**src/rtl/hazard_pkg.sv**
```systemverilog
// Shared types for the hazard/forwarding controller: shadow tag entries,
// forwarding select encoding and the tag match helper.
package hazard_pkg;

    // Tag rd field is sized for the widest supported register index; narrower
    // indices are zero-extended on entry (REG_ADDR_W must not exceed this).
    localparam int TAG_RD_W = 8;

    typedef struct packed {
        logic                valid;
        logic [TAG_RD_W-1:0] rd;
        logic                reg_write;
        logic                is_load;
    } tag_entry_t;

    typedef enum logic [1:0] {
        FWD_RF    = 2'd0,
        FWD_EXMEM = 2'd1,
        FWD_MEMWB = 2'd2,
        FWD_WB    = 2'd3
    } fwd_sel_e;

    function automatic logic tag_match(
        input tag_entry_t          e,
        input logic [TAG_RD_W-1:0] rs,
        input logic                uses,
        input logic                id_valid
    );
        return e.valid & e.reg_write & (e.rd != '0) & (e.rd == rs) & uses & id_valid;
    endfunction

endpackage

```
**src/rtl/hazard_sat_counter.sv**
```systemverilog
// Saturating event counter: increments on inc, sticks at all-ones.
module hazard_sat_counter #(
    parameter int CNT_W = 16
) (
    input  logic             clock,
    input  logic             reset,
    input  logic             inc,
    output logic [CNT_W-1:0] count
);

    logic [CNT_W-1:0] cnt_q, cnt_d;

    always_comb begin
        cnt_d = cnt_q;
        if (inc && (cnt_q != '1)) cnt_d = cnt_q + 1'b1;
    end

    always_ff @(posedge clock or posedge reset) begin
        if (reset) cnt_q <= '0;
        else       cnt_q <= cnt_d;
    end

    assign count = cnt_q;

endmodule

```
**src/rtl/pipeline_hazard_unit.sv**
```systemverilog
// Load-use stall, redirect flush and registered execute-stage forwarding
// selects, driven from a shadow pipeline of in-flight destination tags.
module pipeline_hazard_unit
    import hazard_pkg::*;
#(
    parameter  int REG_ADDR_W   = 5,
    parameter  int FWD_STAGES   = 3,
    parameter  int LOAD_LATENCY = 1,
    parameter  int CNT_W        = 16,
    localparam int TRACK_DEPTH  = (FWD_STAGES > LOAD_LATENCY + 1) ? FWD_STAGES : LOAD_LATENCY + 1,
    localparam int SEL_W        = $clog2(FWD_STAGES + 1)
) (
    input  logic                  clock,
    input  logic                  reset,
    input  logic                  idValid,
    input  logic [REG_ADDR_W-1:0] idRs1,
    input  logic [REG_ADDR_W-1:0] idRs2,
    input  logic                  idUsesRs1,
    input  logic                  idUsesRs2,
    input  logic [REG_ADDR_W-1:0] idRd,
    input  logic                  idRegWrite,
    input  logic                  idIsLoad,
    input  logic                  redirect,
    output logic                  stall,
    output logic                  flushFetchToDecode,
    output logic                  flushDecodeToExecute,
    output logic [SEL_W-1:0]      fwdSelRs1Ex,
    output logic [SEL_W-1:0]      fwdSelRs2Ex,
    output logic [CNT_W-1:0]      stallCount,
    output logic [CNT_W-1:0]      flushCount
);

    tag_entry_t tag_q [TRACK_DEPTH];
    tag_entry_t tag_d [TRACK_DEPTH];
    tag_entry_t id_tag;

    logic [TAG_RD_W-1:0]    rs1_ext, rs2_ext;
    logic [TRACK_DEPTH-1:0] m1, m2;
    logic                   lu1, lu2, stall_int;
    logic [SEL_W-1:0]       sel1, sel2;
    logic [SEL_W-1:0]       fwd_sel_rs1_q, fwd_sel_rs1_d;
    logic [SEL_W-1:0]       fwd_sel_rs2_q, fwd_sel_rs2_d;

    assign rs1_ext = TAG_RD_W'(idRs1);
    assign rs2_ext = TAG_RD_W'(idRs2);

    for (genvar p = 0; p < TRACK_DEPTH; p++) begin : g_match
        assign m1[p] = tag_match(tag_q[p], rs1_ext, idUsesRs1, idValid);
        assign m2[p] = tag_match(tag_q[p], rs2_ext, idUsesRs2, idValid);
    end

    // Scan oldest to youngest so the youngest match overwrites the result.
    always_comb begin
        lu1  = 1'b0;
        lu2  = 1'b0;
        sel1 = SEL_W'(FWD_RF);
        sel2 = SEL_W'(FWD_RF);
        for (int p = TRACK_DEPTH - 1; p >= 0; p--) begin
            if (m1[p]) begin
                lu1  = tag_q[p].is_load && (p < LOAD_LATENCY);
                sel1 = (p < FWD_STAGES) ? SEL_W'(p + 1) : SEL_W'(FWD_RF);
            end
            if (m2[p]) begin
                lu2  = tag_q[p].is_load && (p < LOAD_LATENCY);
                sel2 = (p < FWD_STAGES) ? SEL_W'(p + 1) : SEL_W'(FWD_RF);
            end
        end
    end

    assign stall_int            = (lu1 || lu2) && !redirect;
    assign stall                = stall_int;
    assign flushFetchToDecode   = redirect;
    assign flushDecodeToExecute = redirect;

    always_comb begin
        id_tag           = '0;
        id_tag.valid     = idValid;
        id_tag.rd        = TAG_RD_W'(idRd);
        id_tag.reg_write = idRegWrite;
        id_tag.is_load   = idIsLoad;

        for (int p = 0; p < TRACK_DEPTH; p++) tag_d[p] = '0;
        tag_d[0] = (stall_int || redirect) ? '0 : id_tag;
        // A redirect kills the instruction currently in execute as it moves on.
        for (int p = 1; p < TRACK_DEPTH; p++) begin
            tag_d[p] = tag_q[p-1];
            if (p == 1 && redirect) tag_d[p].valid = 1'b0;
        end

        fwd_sel_rs1_d = (stall_int || redirect) ? SEL_W'(FWD_RF) : sel1;
        fwd_sel_rs2_d = (stall_int || redirect) ? SEL_W'(FWD_RF) : sel2;
    end

    always_ff @(posedge clock or posedge reset) begin
        if (reset) begin
            for (int p = 0; p < TRACK_DEPTH; p++) tag_q[p] <= '0;
            fwd_sel_rs1_q <= '0;
            fwd_sel_rs2_q <= '0;
        end else begin
            tag_q         <= tag_d;
            fwd_sel_rs1_q <= fwd_sel_rs1_d;
            fwd_sel_rs2_q <= fwd_sel_rs2_d;
        end
    end

    assign fwdSelRs1Ex = fwd_sel_rs1_q;
    assign fwdSelRs2Ex = fwd_sel_rs2_q;

    hazard_sat_counter #(.CNT_W(CNT_W)) u_stall_cnt (
        .clock (clock),
        .reset (reset),
        .inc   (stall_int),
        .count (stallCount)
    );

    hazard_sat_counter #(.CNT_W(CNT_W)) u_flush_cnt (
        .clock (clock),
        .reset (reset),
        .inc   (redirect),
        .count (flushCount)
    );

endmodule

```
**config.mk**
```make
export PLATFORM = sky130hd
export DESIGN_NAME = pipeline_hazard_unit
export DESIGN_NICKNAME = d
export VERILOG_FILES = /design/src/rtl/hazard_pkg.sv /design/src/rtl/hazard_sat_counter.sv /design/src/rtl/pipeline_hazard_unit.sv
export SDC_FILE = /design/constraint.sdc
export NUM_CORES = 1
export LEC_CHECK = 0
export CAP_MARGIN = 15
export CORE_MARGIN = 5
export CORE_UTILIZATION = 50
export CTS_CLUSTER_DIAMETER = 60
export DETAILED_ROUTE_END_ITERATION = 10
export DONT_BUFFER_PORTS = 1
export PLACE_DENSITY = 0.65
export SLEW_MARGIN = 25
export SYNTH_ARGS = -nofsm -noshare
export SYNTH_HDL_FRONTEND = slang
export SYNTH_SLANG_ARGS = --single-unit
```
**constraint.sdc**
```tcl
create_clock -name clock -period 5.46 [get_ports clock]
set_input_delay 1.092 -clock clock [delete_from_list [all_inputs] [get_ports clock]]
set_output_delay 1.092 -clock clock [all_outputs]
set_load 0.01 [all_outputs]
```
==> key figures <==
Yosys
  – YS warnings: 0
  – Share of the synthesized area in the top cell type: 50.4%
  – Area leader, netlist: dfrtp_1
  – Avg Inst Size Synth: 11.7 um^2
  – Cell count after synthesis: 247
  – Synth cell types: 39
  – Sequential fraction of the synthesis area: 50.4%
  – Synthesized Nets: 272
  – Synthesized area: 2880 um^2
  – #FFs+latches synth: 58
  – Synth top area cells: dfrtp_1 50%, xnor2_1 13%, xor2_1 4.9%

Timing
  – Worst rel slew slack: 51.7%
  – Worst Tran Pin Value: 724 ps
  – Setup ws final: 2140 ps
  – Tmin final: 3320 ps
  – Worst clock skew: 3.95 ps
  – Endpoints failing hold: 0
  – RSZ-0062 raised after global routing: no
  – Hold slack: 374 ps
  – TNS Setup: 0 ps
  – # setup viols final: 0
  – Fmax: 301 MHz
  – Fin crit share: 60.8%
  – Max-slew violation count: 0

Routing
  – Initial DRT Pass Iterations: 4
  – Per-cell routed wire length: 17.7 um
  – Antenna viol nets, final: 0
  – # DRC: 0
  – Initial drt markers: 85
  – Final WL: 5.89 mm
  – Vias per cell: 5.73
  – Via count: 1,907

Floorplanning
  – Die X-Extent: 85.9 um
  – Initial core utilization: 52.0%
  – Die height: 85.9 um
  – # rows: 27
  – IO Pins: 62
  – CORE AREA: 5540 um^2
  – Die area: 7380 um^2

Setup path
  – Critical-path cell with the highest stage delay: a22o_2
  – Crit. End Element: primary output
  – R2r setup slk: 3450 ps
  – Critical Path Start Type: input port
  – Critical-path cell list: xor2_1 -> nor4_4 -> a22o_2 -> and2_1
  – Worst Setup Path Type: in2out
  – Critical Path AT: 2230 ps
  – WP data required: 4370 ps
  – Worst Path Max Fanout: 14
  – CP max stage delay: 380 ps

CTS
  – # hold bufs at CTS: 0
  – Clock transition at the registers of the reported paths: 60 ps
  – CTS tree: done
  – CTS Root Cell: clkbuf_8
  – Worst skew pair latency: 330 ps
  – CTS resizes: 0
  – H-Tree Depth: 3
  – CTS Buf Count: 9
  – Post-CTS Setup Inserts: 0
  – Max clock buf depth: 2
  – Clock sinks: 58

Global route
  – Vias in the first global route: 1,878
  – First-pass GRT wire length: 9.54 mm
  – GRT Overall Usage: 16.8%
  – Antenna violations before repair: 2
  – Maximum number of pins on one net before global-route repair: 59
  – Aggregate global routing overflow: 0

Layout
  – Fillcell total: 497
  – Area grow syn2layout: 8.61%
  – Fin nets: 281
  – Final Instance Area: 3130 um^2
  – Layout cells sized above 1: 14.2%
  – Fin cells: 333

Flow run
  – Max-Cap Viols: 0

Place
  – Detailed placer's ending HPWL: 4.37 mm
  – Placed Cells: 317
  – GP Congestion: 0.842
  – PortBufs: 0
  – Placed Area: 2950 um^2
  – Dpl ws: 2140 ps

Pwr
  – Peak VDD IR: 259 uV
  – Pwr dens: 307 nW/um^2
  – P_leak: 1.28 nW

Worst hold path
  – Min-Delay Path Class: reg2reg

Run status
  – Status: finished clean
-- cells by family (layout without fill, tap and decap cells) --
logic type | Yosys count | after routing | synth area share [%]
adders and majority gates | 2 | 2 | 0.869
DFF | 58 | 58 | 50.4
muxes | 4 | 4 | 1.56
and+or+nand+nor | 100 | 100 | 21.0
xor gates and xnor gates | 58 | 58 | 17.6
other | 0 | 1 | 0
buffers and inverters | 7 | 20 | 1.30
AOI/OAI and AO/OA | 18 | 18 | 7.17
-- power by group --
| part | switching (mW) | leakage, nW | internal [mW] |
|---|---|---|---|
| clock network | 0.160 | 0.0920 | 0.185 |
| registers | 0.0607 | 0.774 | 0.464 |
| logic | 0.0437 | 0.414 | 0.0473 |
-- cell type report --
type                    instances  area (um^2)  share of cell area, %
clock inverters                 3         15.0                  0.480
flip-flops and latches         58         1450                   46.4
clock buffers                  12          155                   4.96
inverters                       4         15.0                  0.480
diodes                          1         2.50                 0.0800
well taps                      72         90.1                   2.88
repair buffers                  1         7.51                  0.240
multi-input cells             182         1390                   44.5
-- state kept, by name, summed over array words and instances, names as in the netlist --
name	cells
fwdSelRs1Ex	2
fwdSelRs2Ex	2
tag_d	14
tag_q	8
u_flush_cnt.count	16
u_stall_cnt.count	16
-- cell usage in the layout (no fill, tap or decap), drive strengths merged, types with 7 or more instances in the layout --
| cell | Yosys | layout |
|---|---|---|
| xnor2 | 42 | 42 |
| and2 | 10 | 10 |
| nor2 | 9 | 9 |
| xor2 | 16 | 16 |
| dfrtp | 58 | 58 |
| nand2 | 12 | 12 |
| clkbuf | 0 | 12 |
| nand3 | 19 | 19 |
| and3 | 7 | 7 |
| nand4 | 19 | 19 |
-- final timing paths --
check	start	end	cells past startpoint
max in group asynchronous	reset	tag_q[1]	2
setup / recovery	idRs1[4]	stall	4
hold / removal	tag_d[10]	tag_q[10]	0
min in group asynchronous	reset	u_flush_cnt.count[1]	2
setup reg to reg	tag_d[15]	u_stall_cnt.count[1]	5
hold reg to reg	tag_d[10]	tag_q[10]	0
-- metal layers --
metal  up-vias  wire length [um]  global-route usage [%]
met2        62              2700                    25.2
li1        903                 -                       -
met4         2               132                    9.06
met3        16               445                    5.57
met5         -                 7                       0
met1       924              2600                    21.5
-- cells in the mapped netlist --
master / n
inv_1: 4
and4_1: 2
a22o_2: 1
nor3b_1: 1
nand2b_1: 4
nand3_1: 17
a211oi_1: 1
buf_4: 3
and2_1: 10
xor2_1: 16
o211ai_1: 2
a21oi_2: 1
xnor2_1: 42
and4_2: 1
or4_4: 1
mux2_2: 4
nor4_1: 4
nor4_4: 1
nor2b_1: 2
nand3_2: 1
ha_1: 2
dfrtp_1: 58
and3_1: 4
nand3_4: 1
nand2_1: 12
a21boi_0: 2
o311ai_2: 1
nand4_1: 19
a31oi_4: 1
o211a_4: 1
and3_2: 3
nor4_2: 1
a2111oi_4: 2
o211ai_2: 1
nor2_1: 9
nor3_1: 4
or4_1: 3
a21oi_1: 3
o22ai_1: 2
-- per-stage QoR --
stage / utilization (%) / power (mW)
CTS: 56.4 / 0.971
detailed placement: 53.3 / 0.624
floorplan: - / 0.599
finish: 56.4 / 0.959
global placement: 53.3 / 0.622
global route: 56.4 / 1.00
-- critical path, delay by kind of cell --
family	cells	cell delay, ps
xor gates and xnor gates	1	150
and+or+nand+nor	2	600
AOI/OAI and AO/OA	1	380
Power figures use the tool's default switching activity.
